### src/rtl/score_pkg.sv
// Shared types and default constants for the score display controller.
// The converter FSM states and BCD geometry live here so the top and step agree.
package score_pkg;

    localparam int SCORE_W_DEFAULT    = 8;
    localparam int WRAP_VALUE_DEFAULT = 251;
    localparam int BCD_DIGITS_DEFAULT = 3;
    localparam int NIBBLE_W           = 4;

    typedef enum logic [1:0] {
        IDLE,
        LOAD,
        SHIFT,
        DONE
    } state_t;

endpackage

### src/rtl/bcd_dd_step.sv
// One double-dabble iteration: add-3 correction on every nibble >= 5, then
// shift the BCD accumulator left by one with the next binary bit entering at the LSB.
module bcd_dd_step
    import score_pkg::*;
#(
    parameter int BCD_DIGITS = BCD_DIGITS_DEFAULT
) (
    input  logic [BCD_DIGITS*NIBBLE_W-1:0] bcd,
    input  logic                           msb,
    output logic [BCD_DIGITS*NIBBLE_W-1:0] shifted
);

    localparam int BCD_W = BCD_DIGITS * NIBBLE_W;

    logic [BCD_W-1:0] adjusted;

    always_comb begin
        // NOTE: every always_comb output gets a default first so no path can infer a latch.
        adjusted = bcd;
        for (int i = 0; i < BCD_DIGITS; i++) begin
            if (bcd[i*NIBBLE_W +: NIBBLE_W] >= 4'd5) begin
                adjusted[i*NIBBLE_W +: NIBBLE_W] = bcd[i*NIBBLE_W +: NIBBLE_W] + 4'd3;
            end
        end
        shifted = {adjusted[BCD_W-2:0], msb};
    end

endmodule

### src/rtl/score_display_ctrl.sv
// Score / high-score registers plus a sequential double-dabble converter that
// refreshes the BCD display only when a conversion completes.
module score_display_ctrl
    import score_pkg::*;
#(
    parameter int SCORE_W    = SCORE_W_DEFAULT,
    parameter int WRAP_VALUE = WRAP_VALUE_DEFAULT,
    parameter int BCD_DIGITS = BCD_DIGITS_DEFAULT
) (
    input  logic                           clk,
    input  logic                           resetn,
    input  logic                           score_inc,
    input  logic                           score_clr,
    input  logic                           show_high,
    output logic [BCD_DIGITS*NIBBLE_W-1:0] bcd_out,
    output logic [BCD_DIGITS-1:0]          digit_blank,
    output logic                           busy,
    output logic                           valid,
    output logic                           new_high,
    output logic [SCORE_W-1:0]             score
);

    localparam int                 BCD_W      = BCD_DIGITS * NIBBLE_W;
    localparam int                 CNT_W      = $clog2(SCORE_W + 1);
    localparam logic [SCORE_W-1:0] LAST_SCORE = SCORE_W'(WRAP_VALUE - 1);
    localparam logic [CNT_W-1:0]   LAST_SHIFT = CNT_W'(SCORE_W - 1);

    // Leading-zero blanking: a digit blanks only if it and every digit above it are zero.
    function automatic logic [BCD_DIGITS-1:0] blank_flags(input logic [BCD_W-1:0] bcd);
        logic zero_above;
        zero_above  = 1'b1;
        blank_flags = '0;
        for (int i = BCD_DIGITS - 1; i >= 1; i--) begin
            zero_above     = zero_above && (bcd[i*NIBBLE_W +: NIBBLE_W] == '0);
            blank_flags[i] = zero_above;
        end
    endfunction

    logic [SCORE_W-1:0] high;
    logic [SCORE_W-1:0] score_d;
    logic               show_high_q;
    logic               score_chg;
    logic               high_chg;
    logic               set_req;

    state_t             state;
    logic               dirty;
    logic [SCORE_W-1:0] src;
    logic [BCD_W-1:0]   acc;
    logic [BCD_W-1:0]   acc_next;
    logic [CNT_W-1:0]   cnt;

    always_comb begin
        score_d = score;
        if (score_clr) begin
            score_d = '0;
        end else if (score_inc) begin
            score_d = (score == LAST_SCORE) ? '0 : score + 1'b1;
        end
    end

    assign score_chg = (score_d != score);
    assign high_chg  = (score > high);
    assign set_req   = score_chg || high_chg || (show_high != show_high_q);

    always_ff @(posedge clk or negedge resetn) begin
        if (!resetn) begin
            score       <= '0;
            high        <= '0;
            new_high    <= 1'b0;
            show_high_q <= 1'b0;
        end else begin
            // NOTE: sequential state uses non-blocking assignments so every register samples pre-edge values.
            score       <= score_d;
            show_high_q <= show_high;
            if (high_chg) begin
                high <= score;
            end
            if (score_clr) begin
                new_high <= 1'b0;
            end else if (high_chg) begin
                new_high <= 1'b1;
            end
        end
    end

    bcd_dd_step #(
        .BCD_DIGITS(BCD_DIGITS)
    ) u_step (
        .bcd    (acc),
        .msb    (src[SCORE_W-1]),
        .shifted(acc_next)
    );

    // Converter FSM; a new change request in the LOAD-entry cycle keeps dirty set.
    always_ff @(posedge clk or negedge resetn) begin
        if (!resetn) begin
            state       <= IDLE;
            dirty       <= 1'b0;
            src         <= '0;
            acc         <= '0;
            cnt         <= '0;
            bcd_out     <= '0;
            digit_blank <= blank_flags('0);
            busy        <= 1'b0;
            valid       <= 1'b0;
        end else begin
            valid <= 1'b0;
            if (set_req) begin
                dirty <= 1'b1;
            end else if (state == IDLE && dirty) begin
                dirty <= 1'b0;
            end

            unique case (state)
                IDLE: begin
                    if (dirty) begin
                        state <= LOAD;
                        busy  <= 1'b1;
                    end
                end
                LOAD: begin
                    src   <= show_high ? high : score;
                    acc   <= '0;
                    cnt   <= '0;
                    state <= SHIFT;
                end
                SHIFT: begin
                    acc <= acc_next;
                    src <= src << 1;
                    cnt <= cnt + 1'b1;
                    if (cnt == LAST_SHIFT) begin
                        state <= DONE;
                        valid <= 1'b1;
                    end
                end
                DONE: begin
                    bcd_out     <= acc;
                    digit_blank <= blank_flags(acc);
                    busy        <= 1'b0;
                    state       <= IDLE;
                end
            endcase
        end
    end

endmodule
### config.mk
export PLATFORM = sky130hd
export DESIGN_NAME = score_display_ctrl
export DESIGN_NICKNAME = d
export VERILOG_FILES = /design/src/rtl/score_pkg.sv /design/src/rtl/bcd_dd_step.sv /design/src/rtl/score_display_ctrl.sv
export SDC_FILE = /design/constraint.sdc
export NUM_CORES = 1
export LEC_CHECK = 0
export ABC_AREA = 1
export BUFFER_PORTS_ARGS = -buffer_cell sky130_fd_sc_hd__buf_2
export CELL_PAD_IN_SITES_DETAIL_PLACEMENT = 1
export CELL_PAD_IN_SITES_GLOBAL_PLACEMENT = 1
export CORE_MARGIN = 3
export CORE_UTILIZATION = 44
export DETAILED_ROUTE_END_ITERATION = 6
export GPL_TIMING_DRIVEN = 0
export PLACE_DENSITY_LB_ADDON = 0.15
export SLEW_MARGIN = 15
export SYNTH_ARGS = -nofsm -noshare
export SYNTH_HDL_FRONTEND = slang
export SYNTH_SLANG_ARGS = --single-unit
### constraint.sdc
create_clock -name clk -period 1.86 [get_ports clk]
set_input_delay 0.093 -clock clk [delete_from_list [all_inputs] [get_ports clk]]
set_output_delay 0.093 -clock clk [all_outputs]
set_load 0.02 [all_outputs]
==> run metrics, run 1 <==
run status=completed; Max-Cap Viols=0; most frequent cell after synthesis=nand2_1; PortBufs=29; ant diodes=0; Critical Path RT=2.08 ns; core area=0.00687 mm²; layout cells sized above 1=0.204; hold_sp=score_inc; vias in the first global route=2934; Synth area leaders=dfrtp_1 47%, nand2_1 10%, ha_1 8.4%; largest net degree at the start of global routing=62; clk_lat worst skew=0.34 ns; EDFF count, synth=0; post-route minimum period=1.78 ns; M1 WL=3.64 mm; sequential area share after synthesis=0.486; Final nets=447; H-tree levels=3; final WL=7.89 mm; Worst Hold Class=in2reg; GP Congestion=0.898; Ports=31; synth cell count leaders=84 x nand2_1, 59 x dfrtp_1, 49 x o21ai_0; dominant synthesized flop cell=dfrtp_1; global-route wire length before repair=13.8 mm; area leader, netlist=dfrtp_1; clock sinks=61; Worst R2R Path Depth=11; Post-DRT Antenna Nets=0; Synth cell types=33; max-slew violation count=0; r2r setup slk=0.08 ns; DIE WIDTH=90.6 µm; gr usage total=0.207; Critical Path AT=2.00 ns; CTS buffer count=9; # fillers=846; drt drc=0; fin crit share=0.959; CP max FO=10; cells after synthesis=371; final hold vios=0; hold path endpoint=score[2]; initial antenna violation count=0; die area=0.00820 mm²; FFs w/ async S/R, synth=1.00; yosys warns=0; Yosys top cell area share=0.469; kind of start point of the critical path=register; mean post-synth cell area=8.48 µm²; TritonRoute pass-1 iters=4; Max IR drop VDD=0.000465 V; Slew HR=0.463; Vias=2678; CTS Buffer Depth=2; final core occ=0.551; reg2reg end=high[7]; # rows=30; worst r2r src=score[1]; Worst Setup End Kind=register; vias per cell=5.13; CTS tree=yes; unrepaired setup endpoints after global routing=yes; pre-CTS WS=-0.0727 ns; DP HPWL=5.40 mm; Initial Util=0.458; slew at the pin closest to its max-slew limit=0.805 ns; critical path type=reg2reg; syn_nets=397; Root Buffer=clkbuf_8; met3 WL post-DR=194 µm; Worst-path clk slew=0.07 ns; clock skew=0.00821 ns; Initial DRC Count=76; wire length per cell=15.1 µm; GRT overflow=0; area growth from synthesis to layout=20.3%; Fmax achieved=0.560 GHz; static leakage=1.84 nW; Cell Area, Synth=0.00315 mm²; hold path depth=3; endpoints failing setup=0; flop and latch count out of synthesis=61; slack of the critical path=0.0758 ns; DR top layer=met4; met2 routed WL=4.00 mm; Die Span Y=90.6 µm; P per Cell Area=1300 mW/mm²
==> registers in the layout (all words and copies together), names as in the netlist <==
register	flops
state	2
valid	1
high	8
score	8
cnt	4
show_high_q	1
dirty	1
acc	12
digit_blank	2
bcd_out	12
src	8
new_high	1
busy	1
==> report_power, final <==
group | total, mW | internal, mW | switching (mW)
Sequential | 1.75 | 1.59 | 0.160
Clock | 1.44 | 0.885 | 0.555
Combinational | 1.72 | 0.558 | 1.17
==> layout by cell type (no fill, tap or decap), types with 2 or more instances in the layout <==
cell type and count:
o211ai_1 6, ha_1 21, o21ai_1 8, o21ai_0 48
nor2_1 17, or2_2 3, dlygate4sd3_1 3, xor2_1 3
nand2_2 3, a21oi_1 19, dfrtp_2 6, nor3b_1 2
dfrtp_1 53, nand2_1 83, dfstp_2 2, inv_1 43
buf_2 28, nor2_2 4, clkbuf_1 4, nand2_4 4
o21a_1 2, inv_2 4, nand4_1 4, buf_4 10
clkinv_2 3, bufinv_16 3, o22ai_1 2, clkbuf_8 9
nand3_1 11, nor3_1 5
==> worst max path at each step <==
stage              from  endpoint  slack, ns
5_1_grt        score[1]   high[7]      -0.06
3_3_place_gp   state[1]    acc[3]      -0.01
2_1_floorplan  score[1]   high[7]       0.16
3_5_place_dp   state[1]    acc[3]      -0.07
6_report       score[1]   high[7]       0.08
4_1_cts        state[1]    src[0]       0.02
==> critical path, cell delays in order, from the launching register on <==
cell,delay (ns)
dfrtp_2,0.44
ha_1,0.32
inv_1,0.05
o21bai_1,0.15
nand2_1,0.08
nand2_1,0.06
nand2_1,0.05
nand2_1,0.11
nand2_4,0.10
buf_4,0.19
nand2_1,0.06
o21ai_1,0.05
==> cell type report <==
cell class,instances,area [µm²],share of cell area
Multi-Input combinational cell,253,1410,0.372
Sequential cell,61,1540,0.406
Clock inverter,7,114,0.0301
Inverter,48,183,0.0483
Buffer,9,56.3,0.0149
Tap cell,96,120,0.0317
Clock buffer,9,124,0.0327
Timing Repair Buffer,39,243,0.0641
==> stage by stage <==
stage / hold slack (ns) / setup TNS [ns] / total power [mW] / std cells / area, µm²
4_1_cts: 0.0926 / 0 / 4.83 / 517 / 3710
2_1_floorplan: -0.203 / 0 / 2.80 / 371 / 3150
3_5_place_dp: 0.234 / -0.219 / 3.34 / 496 / 3410
5_1_grt: 0.129 / -0.217 / 5.28 / 522 / 3780
3_3_place_gp: 0.258 / -0.0136 / 3.26 / 496 / 3410
6_report: 0.110 / 0 / 4.91 / 522 / 3780
==> kinds of logic (layout without fill, tap and decap cells) <==
logic type / count (synthesis) / in the layout / share of synthesized area
adders and majority gates: 21 / 21 / 0.0835
buffers and inverters: 57 / 112 / 0.0736
xor gates and xnor gates: 3 / 3 / 0.00835
AOI/OAI and AO/OA: 90 / 90 / 0.154
DFF: 61 / 61 / 0.486
and+or+nand+nor: 138 / 138 / 0.193
other: 1 / 1 / 0.00119
==> repair_timing <==
action                     in CTS  in global routing
setup endpoints to repair      16                 23
buffers inserted                2                  5
resized for setup               2                 17
hold endpoints to repair       61                  0
pin swaps                       0                  3
cloned                          0                  0
hold buffers                    3                  0
==> routing by layer <==
metal,GRT usage,up-vias
met3,0.0433,7
li1,-,1312
met4,0.0625,0
met1,0.258,1328
met5,0,-
met2,0.358,31
No activity file was read; power rests on OpenSTA's default activity.
==> inputs of run 2 (changes only) <==
Settings changed: ABC_AREA 1 to not set, BUFFER_PORTS_ARGS -buffer_cell sky130_fd_sc_hd__buf_2 to -buffer_cell sky130_fd_sc_hd__clkbuf_2, CORE_UTILIZATION 44 to 46, REMOVE_ABC_BUFFERS set to 1.
==> run metrics, run 2 <==
Worst Setup End Kind=register; CTS buffer count=9; worst r2r src=score[1]; largest net degree at the start of global routing=45; cells after synthesis=290; commonest non-fill, non-tap cell in the layout=dfrtp_1; r2r setup slk=-0.06 ns; P per Cell Area=1110 mW/mm²; sequential area share after synthesis=0.494; Root Buffer=clkbuf_8; Max IR drop VDD=0.000581 V; reg2reg end=high[0]; Initial DRC Count=48; most frequent cell after synthesis=dfrtp_1; Post-DRT Antenna Nets=0; CP max FO=3; Slowest-stage cell, CP=dfrtp_2; GRT overflow=0; clock sinks=61; Clock power frac=0.254; failing checks=setup timing; unrepaired setup endpoints after global routing=yes; Ports=31; Reg power frac=0.368; global-route wire length before repair=11.7 mm; hold path endpoint=new_high; Cell Area, Synth=0.00310 mm²; post-route minimum period=1.92 ns; FFs w/ async S/R, synth=1.00; Worst Hold Class=in2reg; initial antenna violation count=0; P_int=2.68 mW; Final nets=362; vias per cell=5.54; Initial Util=0.482; CP Cell Sequence=ha_4 > nor2b_1 > o211ai_1 > a21oi_2 > o22ai_4 > buf_4 > mux2_2; hold_sp=score_clr; flop and latch count out of synthesis=61; Vias=2317; Die Span Y=88.1 µm; slack of the critical path=-0.0568 ns; area growth from synthesis to layout=21.5%; final WL=7.48 mm; Psw=1.52 mW; Max-Cap Viols=0; endpoints failing setup=8; final hold vios=0; wire length per cell=17.9 µm; vias in the first global route=2389; PortBufs=29; critical path type=reg2reg; Fmax achieved=0.522 GHz; switching share of total power=0.362; TritonRoute pass-1 iters=4; GP Congestion=0.744; kind of start point of the critical path=register; combinational share of power=0.378; clk_lat worst skew=0.34 ns; Worst path max stage delay=0.44 ns; drt drc=0; pre-CTS WS=-0.554 ns; layout cells sized above 1=0.334; yosys warns=0; hold path depth=2; top flop regs=acc: 12 flops, bcd_out: 12 flops; Slew HR=0.506; DP HPWL=4.56 mm; core area=0.00642 mm²; static leakage=1.79 nW; slew at the pin closest to its max-slew limit=0.741 ns; Critical Path RT=2.09 ns; most frequent cells in the layout=51 x dfrtp_1, 28 x inv_1, 28 x clkbuf_2; ant diodes=0; Synth area leaders=dfrtp_1 48%, mux2_2 11%, ha_1 8.5%; gr usage total=0.197; EDFF count, synth=0; Crit path buffers/inverters=1; max-slew violation count=0; Critical Path AT=2.15 ns; dominant synthesized flop cell=dfrtp_1; clock skew=0.00994 ns; fin crit share=1.03; CTS Buffer Depth=2; run status=complete, but fails checks; # rows=29; DIE WIDTH=88.1 µm; area leader, netlist=dfrtp_1; H-tree levels=3; synth cell count leaders=59 x dfrtp_1, 30 x inv_1, 30 x mux2_2; Yosys top cell area share=0.477; Synth cell types=36; # fillers=709; die area=0.00775 mm²; Fin Setup TNS=-0.417 ns; Worst-path clk slew=0.07 ns; Crit path max-delay family=compound AO/OA/AOI/OAI gates; mean post-synth cell area=10.7 µm²; CTS tree=yes; Worst R2R Path Depth=7
-- run 2: cell count changes in the layout (fill, tap and decap cells not counted), sizes merged, moves of 8 or more --
cell	delta
inv	-18
o22ai	+9
clkbuf	+29
nand2	-72
mux2i	+8
buf	-23
mux2	+30
o21ai	-35
-- run 2: cell families after synthesis --
family | after synthesis | synth area share
DFF | 61 | 0.494
other | 1 | 0.00121
buffers and inverters | 42 | 0.0541
muxes | 38 | 0.135
xor gates and xnor gates | 11 | 0.0311
AOI/OAI and AO/OA | 56 | 0.109
adders and majority gates | 21 | 0.0848
and+or+nand+nor | 60 | 0.0905
-- run 2: worst max path at each step --
stage                        start       to  cells after the start
after floorplan           score[1]  high[0]                      6
after global placement    state[0]   acc[4]                      4
after detailed placement  state[1]   acc[4]                      4
after CTS                 score[3]  high[5]                      6
after global routing      score[0]  high[0]                      8
final                     score[1]  high[0]                      7
-- run 2: worst register-to-register path: cells and delay by family (launching register included) --
kind | cells | cell delay (ns)
AOI/OAI and AO/OA | 3 | 0.51
buffers and inverters | 1 | 0.16
muxes | 1 | 0.32
and+or+nand+nor | 1 | 0.14
adders and majority gates | 1 | 0.25
DFF | 1 | 0.44
-- run 2: what timing repair did --
item | CTS | global route
gates resized for setup | 17 | 15
endpoints found under the hold margin | 60 | 0
pin swaps | 4 | 7
hold buffers | 1 | 0
endpoints found under the setup margin | 33 | 9
buffers inserted | 5 | 11
-- run 2: layout make-up --
class,count,area (µm²),area share
Clock buffer,14,163,0.0432
Clock inverter,2,10.0,0.00266
Inverter,30,113,0.0299
Multi-Input combinational cell,187,1530,0.406
Sequential cell,61,1540,0.409
Tap cell,77,96.3,0.0256
Timing Repair Buffer,47,317,0.0841
-- run 2: routing by layer --
| metal | share of wire | up-vias | routed length, µm | track usage |
|---|---|---|---|---|
| met5 | 0 | - | 0 | 0 |
| met3 | 0.031 | 9 | 231 | 0.0461 |
| met1 | 0.42 | 1177 | 3160 | 0.246 |
| met4 | 0.016 | 0 | 121 | 0.0701 |
| met2 | 0.53 | 37 | 3970 | 0.336 |
| li1 | - | 1094 | - | - |
-- run 2: power groups by stage --
| stage | Sequential (mW) | Combinational [mW] | Clock, mW |
|---|---|---|---|
| finish | 1.54 | 1.58 | 1.07 |
| global route | 1.56 | 1.72 | 1.15 |
| CTS | 1.54 | 1.46 | 1.09 |
| detailed placement | 1.57 | 1.27 | 0 |
| global placement | 1.56 | 1.21 | 0 |
| floorplan | 1.59 | 0.851 | 0 |
-- run 2: per-stage QoR --
stage                     std cells  utilization  instance area, µm²  hold slack (ns)  power (mW)
after floorplan                 278            -                3040           -0.203        2.44
after global placement          384        0.511                3280            0.344        2.76
after detailed placement        385        0.516                3310           0.0234        2.84
after CTS                       407        0.559                3590          0.00943        4.09
after global routing            418        0.586                3760           0.0172        4.43
final                           418        0.586                3760           0.0368        4.19
